File: src/rtl/buffer_pkg.sv
// buffer_pkg: shared sizes and source encoding for the buffer controller
package buffer_pkg;
  localparam int DATA_W = 47;
  localparam int DEPTH = 4;
  localparam int ADDR_W = $clog2(DEPTH);
  localparam logic SRC_A = 1'b0;
  localparam logic SRC_B = 1'b1;
endpackage

File: src/rtl/rr_arb2.sv
// rr_arb2: two-requester round-robin arbiter; priority flips to the loser on each grant taken
module rr_arb2
  import buffer_pkg::*;
(
  input  logic [1:0] req_i,
  input  logic       prio_i,
  input  logic       advance_i,
  output logic [1:0] gnt_o,
  output logic       prio_o
);
  // lone requester wins, otherwise prio picks; next prio favours the requester not granted
  always_comb begin
    gnt_o[0] = req_i[0] & (~req_i[1] | (prio_i == SRC_A));
    gnt_o[1] = req_i[1] & (~req_i[0] | (prio_i == SRC_B));
    prio_o = advance_i ? (gnt_o[1] ? SRC_A : SRC_B) : prio_i;
  end
endmodule

File: src/rtl/buffer_ctrl.sv
// buffer_ctrl: two-writer one-reader FIFO control around an external 4-entry register file
module buffer_ctrl
  import buffer_pkg::*;
(
  input  logic              i_clk,
  input  logic              i_rst_n,
  input  logic              i_flush,
  input  logic              i_a_valid,
  input  logic [DATA_W-1:0] i_a_data,
  output logic              o_a_ready,
  input  logic              i_b_valid,
  input  logic [DATA_W-1:0] i_b_data,
  output logic              o_b_ready,
  output logic              o_buf_wr_en,
  output logic [ADDR_W-1:0] o_buf_wr_addr,
  output logic [DATA_W-1:0] o_buf_wr_data,
  output logic [ADDR_W-1:0] o_buf_rd_addr,
  output logic              o_rd_valid,
  input  logic              i_rd_ready,
  output logic              o_rd_src,
  output logic [ADDR_W:0]   o_count,
  output logic              o_full,
  output logic              o_empty
);
  logic [ADDR_W-1:0] wr_ptr_q, wr_ptr_d, rd_ptr_q, rd_ptr_d;
  logic [ADDR_W:0]   count_q, count_d;
  logic              prio_q, prio_d, prio_nxt;
  logic [DEPTH-1:0]  tag_q, tag_d;
  logic [1:0]        gnt;
  logic              full, empty, can_push, push, pop;
  assign full = count_q == (ADDR_W+1)'(DEPTH);
  assign empty = count_q == '0;
  // no acceptance while full, flushing or held in reset, so nothing is written then
  assign can_push = i_rst_n & ~full & ~i_flush;
  assign push = |gnt & can_push;
  assign pop = ~empty & i_rd_ready & ~i_flush;
  rr_arb2 u_arb (
    .req_i     ({i_b_valid, i_a_valid}),
    .prio_i    (prio_q),
    .advance_i (push),
    .gnt_o     (gnt),
    .prio_o    (prio_nxt)
  );
  // write side and read side decodes; the data mux defaults to A when idle
  always_comb begin
    o_a_ready = gnt[0] & can_push;
    o_b_ready = gnt[1] & can_push;
    o_buf_wr_en = push;
    o_buf_wr_addr = wr_ptr_q;
    o_buf_wr_data = o_b_ready ? i_b_data : i_a_data;
    o_buf_rd_addr = rd_ptr_q;
    o_rd_valid = ~empty;
    o_rd_src = tag_q[rd_ptr_q];
    o_count = count_q;
    o_full = full;
    o_empty = empty;
  end
  // next state: flush clears pointers, count and priority but leaves the tags alone
  always_comb begin
    wr_ptr_d = i_flush ? '0 : wr_ptr_q + ADDR_W'(push);
    rd_ptr_d = i_flush ? '0 : rd_ptr_q + ADDR_W'(pop);
    count_d = i_flush ? '0 : count_q + (ADDR_W+1)'(push) - (ADDR_W+1)'(pop);
    prio_d = i_flush ? SRC_A : prio_nxt;
    tag_d = tag_q;
    if (push) tag_d[wr_ptr_q] = o_b_ready;
  end
  // state registers
  always_ff @(posedge i_clk or negedge i_rst_n) begin
    if (!i_rst_n) begin
      wr_ptr_q <= '0;
      rd_ptr_q <= '0;
      count_q <= '0;
      prio_q <= SRC_A;
      tag_q <= '0;
    end else begin
      wr_ptr_q <= wr_ptr_d;
      rd_ptr_q <= rd_ptr_d;
      count_q <= count_d;
      prio_q <= prio_d;
      tag_q <= tag_d;
    end
  end
  a_no_overflow: assert property (@(posedge i_clk) disable iff (!i_rst_n) !(push && full));
  a_no_underflow: assert property (@(posedge i_clk) disable iff (!i_rst_n) !(pop && empty));
  a_count_range: assert property (@(posedge i_clk) disable iff (!i_rst_n) count_q <= (ADDR_W+1)'(DEPTH));
endmodule

File: config.mk
export PLATFORM = sky130hd
export DESIGN_NAME = buffer_ctrl
export DESIGN_NICKNAME = d
export VERILOG_FILES = /design/src/rtl/buffer_pkg.sv /design/src/rtl/rr_arb2.sv /design/src/rtl/buffer_ctrl.sv
export SDC_FILE = /design/constraint.sdc
export NUM_CORES = 1
export LEC_CHECK = 0
export BUFFER_PORTS_ARGS = -buffer_cell sky130_fd_sc_hd__buf_2
export CAP_MARGIN = 40
export CORE_AREA = 2 2 71 73
export DETAILED_ROUTE_END_ITERATION = 10
export DIE_AREA = 0 0 73 75
export GPL_ROUTABILITY_DRIVEN = 0
export PLACE_DENSITY = 0.81
export SETUP_SLACK_MARGIN = 0.2
export SLEW_MARGIN = 10
export SYNTH_ARGS = -nofsm -noshare
export SYNTH_HDL_FRONTEND = slang
export SYNTH_HIERARCHICAL = 1
export SYNTH_SLANG_ARGS = --single-unit
File: constraint.sdc
create_clock -name i_clk -period 3.4 [get_ports i_clk]
set_input_delay 0.68 -clock i_clk [delete_from_list [all_inputs] [get_ports i_clk]]
set_output_delay 0.68 -clock i_clk [all_outputs]
set_load 0.05 [all_outputs]
# Yosys cells after proc, flatten, opt, wreduce, memory -nomap -nowiden
# Cells that the tools add are included.
# Widths: inputs -> output; s select.
word_totals:
  elab_cells: 46
  ff_bits: 12
  output_inout_bits: 61
op_classes:
  eq_ne: 1
  n_addsub: 4
  n_lt_le_gt_ge: 3
  bitwise: 17
  muxes: 12
  n_reduce_logical: 4
ops:
  columns: ["op", "count"]
  rows:
  - ["$mux 47", 1]
  - ["$and 1x1->1", 9]
  - ["$lt 2x3->1 const B", 2]
  - ["$not 1->1", 6]
  - ["$mux 1", 5]
  - ["$add 2x1->2", 2]
  - ["$bwmux 4", 1]
  - ["$mux 2", 2]
  - ["$add 3x1->3", 1]
  - ["$eq 3x3->1 const B", 1]
  - ["$logic_not 3->1", 1]
  - ["$mux 3", 1]
  - ["$sub 3x1->3", 1]
  - ["$bmux 1 s2", 1]
  - ["$demux 1 s2", 1]
  - ["$ge 2x1->1 const B", 1]
  - ["$or 1x1->1", 2]
  - ["$reduce_bool 2->1", 1]
  - ["$reduce_or 2->1", 1]
  - ["$logic_and 1x1->1", 1]

# Longest topological paths before layout
depth:
  ltp_word: 8
  mapped_depth: 10

# Modules after synthesis
# Netlist, hierarchy kept.
by_module_without_submodules:
  columns: ["mod", "area_each_um2", "seq_area_each_um2", "cells_per_inst", "instances"]
  rows:
  - ["buffer_ctrl", 1351.3, 300.3, 113, 1]
  - ["rr_arb2", 31.3, 0.0, 5, 1]

# Worst setup path before layout
# OpenSTA, ideal clock, no wires.
synth_timing:
  path_kind: "register to register"
  from: "register count_q[1], in the netlist o_count[1]"
  to: "register count_q[2], in the netlist o_count[2]"
  path_slack_ps: -269
  setup_time_ps: 131
  arrival_time_ps: 3538
  stages_incl_launch_ff: 10
  path_buffers: 1
  t_required_ps: 3269
  path_cell_list: "dfrtp_1 or3b_1 buf_6 inv_1 nor3_1 ha_1 inv_1 fa_1 xnor2_1 nor2_1"
synth_via:
  elab_chain_cells: 8
  elab_cells_between_ends: 12
  classes_between: "add/sub: 2; eq/ne: 1; mux: 1; bitwise: 7; reduce/logical: 1"
synth_lines:
  columns: ["element", "line_no", "text"]
  rows:
  - ["start, declared", "buffer_ctrl.sv:26", "logic [ADDR_W:0] count_q, count_d;"]
  - ["start signal, assigned", "buffer_ctrl.sv:78", "count_q <= count_d;"]
  - ["$eq 3x3->1", "buffer_ctrl.sv:31", "assign full = count_q == (ADDR_W+1)'(DEPTH);"]
  - ["via o_full", "buffer_ctrl.sv:22", "output logic o_full,"]
  - ["$not 1->1", "buffer_ctrl.sv:34", "assign can_push = i_rst_n & ~full & ~i_flush;"]
  - ["$and 1x1->1 (2 in a row)", "buffer_ctrl.sv:34", null]
  - ["$and 1x1->1", "buffer_ctrl.sv:35", "assign push = |gnt & can_push;"]
  - ["via o_buf_wr_en", "buffer_ctrl.sv:14", "output logic o_buf_wr_en,"]
  - ["$add 3x1->3", "buffer_ctrl.sv:62", "count_d = i_flush ? '0 : count_q + (ADDR_W+1)'(push) - (ADDR_W+1)'(pop);"]
  - ["$sub 3x1->3", "buffer_ctrl.sv:62", null]
  - ["$mux 3", "buffer_ctrl.sv:62", null]
  - ["via count_d[2]", "buffer_ctrl.sv:26", null]
# The timed path passes the listed nets, and every way through them passes these cells.
# A chain may end at the register's enable or synchronous reset.

# Worst setup path in the final report
layout_timing:
  from: "register count_q[1], in the netlist o_count[1]"
  to: "output port o_buf_wr_data[26]"
layout_via:
  elab_chain_cells: 6
layout_lines:
  columns: ["element", "line_no", "text"]
  rows:
  - ["$eq 3x3->1", "buffer_ctrl.sv:31", null]
  - ["$not 1->1", "buffer_ctrl.sv:34", null]
  - ["$and 1x1->1 (2 in a row)", "buffer_ctrl.sv:34", null]
  - ["$and 1x1->1", "buffer_ctrl.sv:47", "o_b_ready = gnt[1] & can_push;"]
  - ["$mux 47", "buffer_ctrl.sv:50", "o_buf_wr_data = o_b_ready ? i_b_data : i_a_data;"]
  - ["end, declared", "buffer_ctrl.sv:16", "output logic [DATA_W-1:0] o_buf_wr_data,"]
# Every way passes these cells.

==> out/metrics.yaml <==
r2r_end: "o_count[2]"
maxCapViolCount: 0
synth_nets: 223
synth.top_cell.area_share_pct: 22.8
post_cts_resized: 0
die_w_um: 73
synth_seq_cells: 12
first_pass_iters: 4
fmax_mhz: 329
grt_setup_unrepaired: "false"
syn_inst: 118
numCtsBuffers: 3
antenna_found_initial: 0
max_stage_delay_ps: 530
ant_nets: 0
synth_area_sq_um: 1380
cts_tree: "built"
synthTopCellsByArea: "mux2_2, dfrtp_1, mux2_4"
diodes: 0
row_count: 25
cp_cell_sequence: "or3b_1 -> nand3_4 -> buf_12 -> mux2_2 -> buf_2"
powerDensity_nw_per_um2: 453
placed_area_sq_um: 2200
leakagePower_nw: 1.33
mostFrequentLayoutCells: "buf_2, mux2_2, mux2_4"
drt_iter0_markers: 16
crit_slowest_cell: "or3b_1"
core_sq_um: 4660
h-tree-depth: 1
reg2reg_from: "o_count[1]"
avgSynthCellArea_sq_um: 11.7
ys_warn_count: 6
drc_errors: 0
post_drt_via_cell_ratio: 4.65
synth_area_leader_cell: "mux2_2"
ios: 161
finalSetupTns_ps: 0
fillers: 453
hold_class: "in2async"
insertion_delay_ps: 240
yosysSeqAreaShare_pct: 21.7
ir_drop_uv: 493
required_ps: 2720
grt_overflow: 0
synthToLayoutAreaGrowth_pct: 63.2
path_clk_slew_ps: 50
cts.path.max_buffers: 2
critPathLaunchType: "register"
cp_max_fo: 28
fin_crit_sh_pct: 89.3
netlist-cell-type-count: 31
max_slew.worst_pin.slew_ps: 566
grt_max_degree: 29
post_cts_buffers: 0
cp-end-kind: "output pin"
dieArea_sq_um: 5480
hold_viol: 0
period_minus_slack_ps: 3040
fin_skew_ps: 3.48
routedWlPerCell_um: 15.1
mostFrequentLayoutCell: "buf_2"
grt_first_pass_wirelength_um: 6530
final_area_sq_um: 2260
first_global_vias: 1369
setup_viol: 0
startpoint: "o_count[1]"
rr_worst_depth: 8
status: "finished, final reports clean"
initial_core_util_pct: 29.7
cp.arrival_ps: 2360
grt_use_total_pct: 15.6
routed_wl_um: 5020
ctsHoldBuffers: 0
critical_path_class: "reg2out"
r2r_slack_ps: 1150
num_vias: 1545
slew_viol_final: 0
hpwlAfterDp_um: 4350
numClockSinks: 12
numPortBuffers: 160
slew_headroom_pct: 62.0
clock-root-buffer: "clkbuf_8"
drive_above_1_share_pct: 78.4
die_y_um: 75
layout.nets: 384
## cell usage after synthesis (all sizes together)
master	number
or3	1
nor2	7
fa	1
nand3	3
mux2	47
nand2b	2
dfrtp	12
nor3	2
a32o	4
inv	7
and3	1
xnor2	3
and2b	1
mux4	1
buf	6
nor3b	1
and2	1
nor2b	5
a31oi	1
xor2	1
nand4	2
clkbuf	1
ha	4
a21boi	1
and4b	1
or3b	1
nor4bb	1
## state kept, by name, indices dropped and copies added, names as in the netlist
| name | flops |
|---|---|
| o_buf_rd_addr | 2 |
| o_buf_wr_addr | 2 |
| o_count | 3 |
| prio_q | 1 |
| tag_q | 4 |
## metrics by stage
stage	hold WS, ps	instances	util, %	worst slack [ps]	total power [mW]
5_1_grt	421	332	48.4	288	1.07
3_5_place_dp	493	328	47.2	458	0.876
3_3_place_gp	481	328	47.2	487	0.865
4_1_cts	411	332	48.4	366	1.03
6_report	406	332	48.4	363	1.02
2_1_floorplan	384	118	-	292	0.711
## power by group
group          switching (mW)  leakage, nW  internal (mW)
combinational           0.453         1.14          0.214
sequential             0.0294        0.162          0.172
clock                  0.0509       0.0288          0.102
## logic make-up (layout without fill, tap and decap cells)
family | Yosys count | after routing | synth area share [%]
buffers and inverters | 14 | 174 | 8.42
muxes | 48 | 48 | 45.1
and+or+nand+nor | 29 | 29 | 13.3
AOI/OAI and AO/OA | 6 | 6 | 3.89
DFF | 12 | 12 | 21.7
xor gates and xnor gates | 4 | 4 | 2.53
adders and majority gates | 5 | 5 | 5.07
## worst max path at each step
stage	endpoint	slack [ps]	depth (start not counted)
after floorplan	o_count[2]	290	9
after global placement	o_buf_wr_data[30]	490	6
after detailed placement	o_buf_wr_data[30]	460	6
after CTS	o_buf_wr_data[26]	370	5
after global routing	o_buf_wr_data[9]	290	5
final	o_buf_wr_data[26]	360	5
## layer usage
| layer | share of wire (%) | global-route usage, % | vias to the layer above |
|---|---|---|---|
| li1 | - | - | 753 |
| met1 | 38 | 17.4 | 707 |
| met2 | 52 | 27.6 | 75 |
| met3 | 8.5 | 4.15 | 10 |
| met4 | 1.9 | 7.20 | 0 |
| met5 | 0 | 0 | - |
## cell type report
type	count	area [sq um]	area share (%)
clock buffer	4	55.1	2.44
inverter	7	26.3	1.16
multi-input combinational	92	971	43.0
sequential	12	300	13.3
tap	54	67.6	3.00
timing repair buffer	163	836	37.0
## worst max-delay path, delay by kind of cell, from the launching register on
family,cells,cell delay (ps)
AND/OR/NAND/NOR,2,840
buffers and inverters,2,450
flip-flops,1,440
multiplexers,1,370
(Power assumes the default switching activity.)
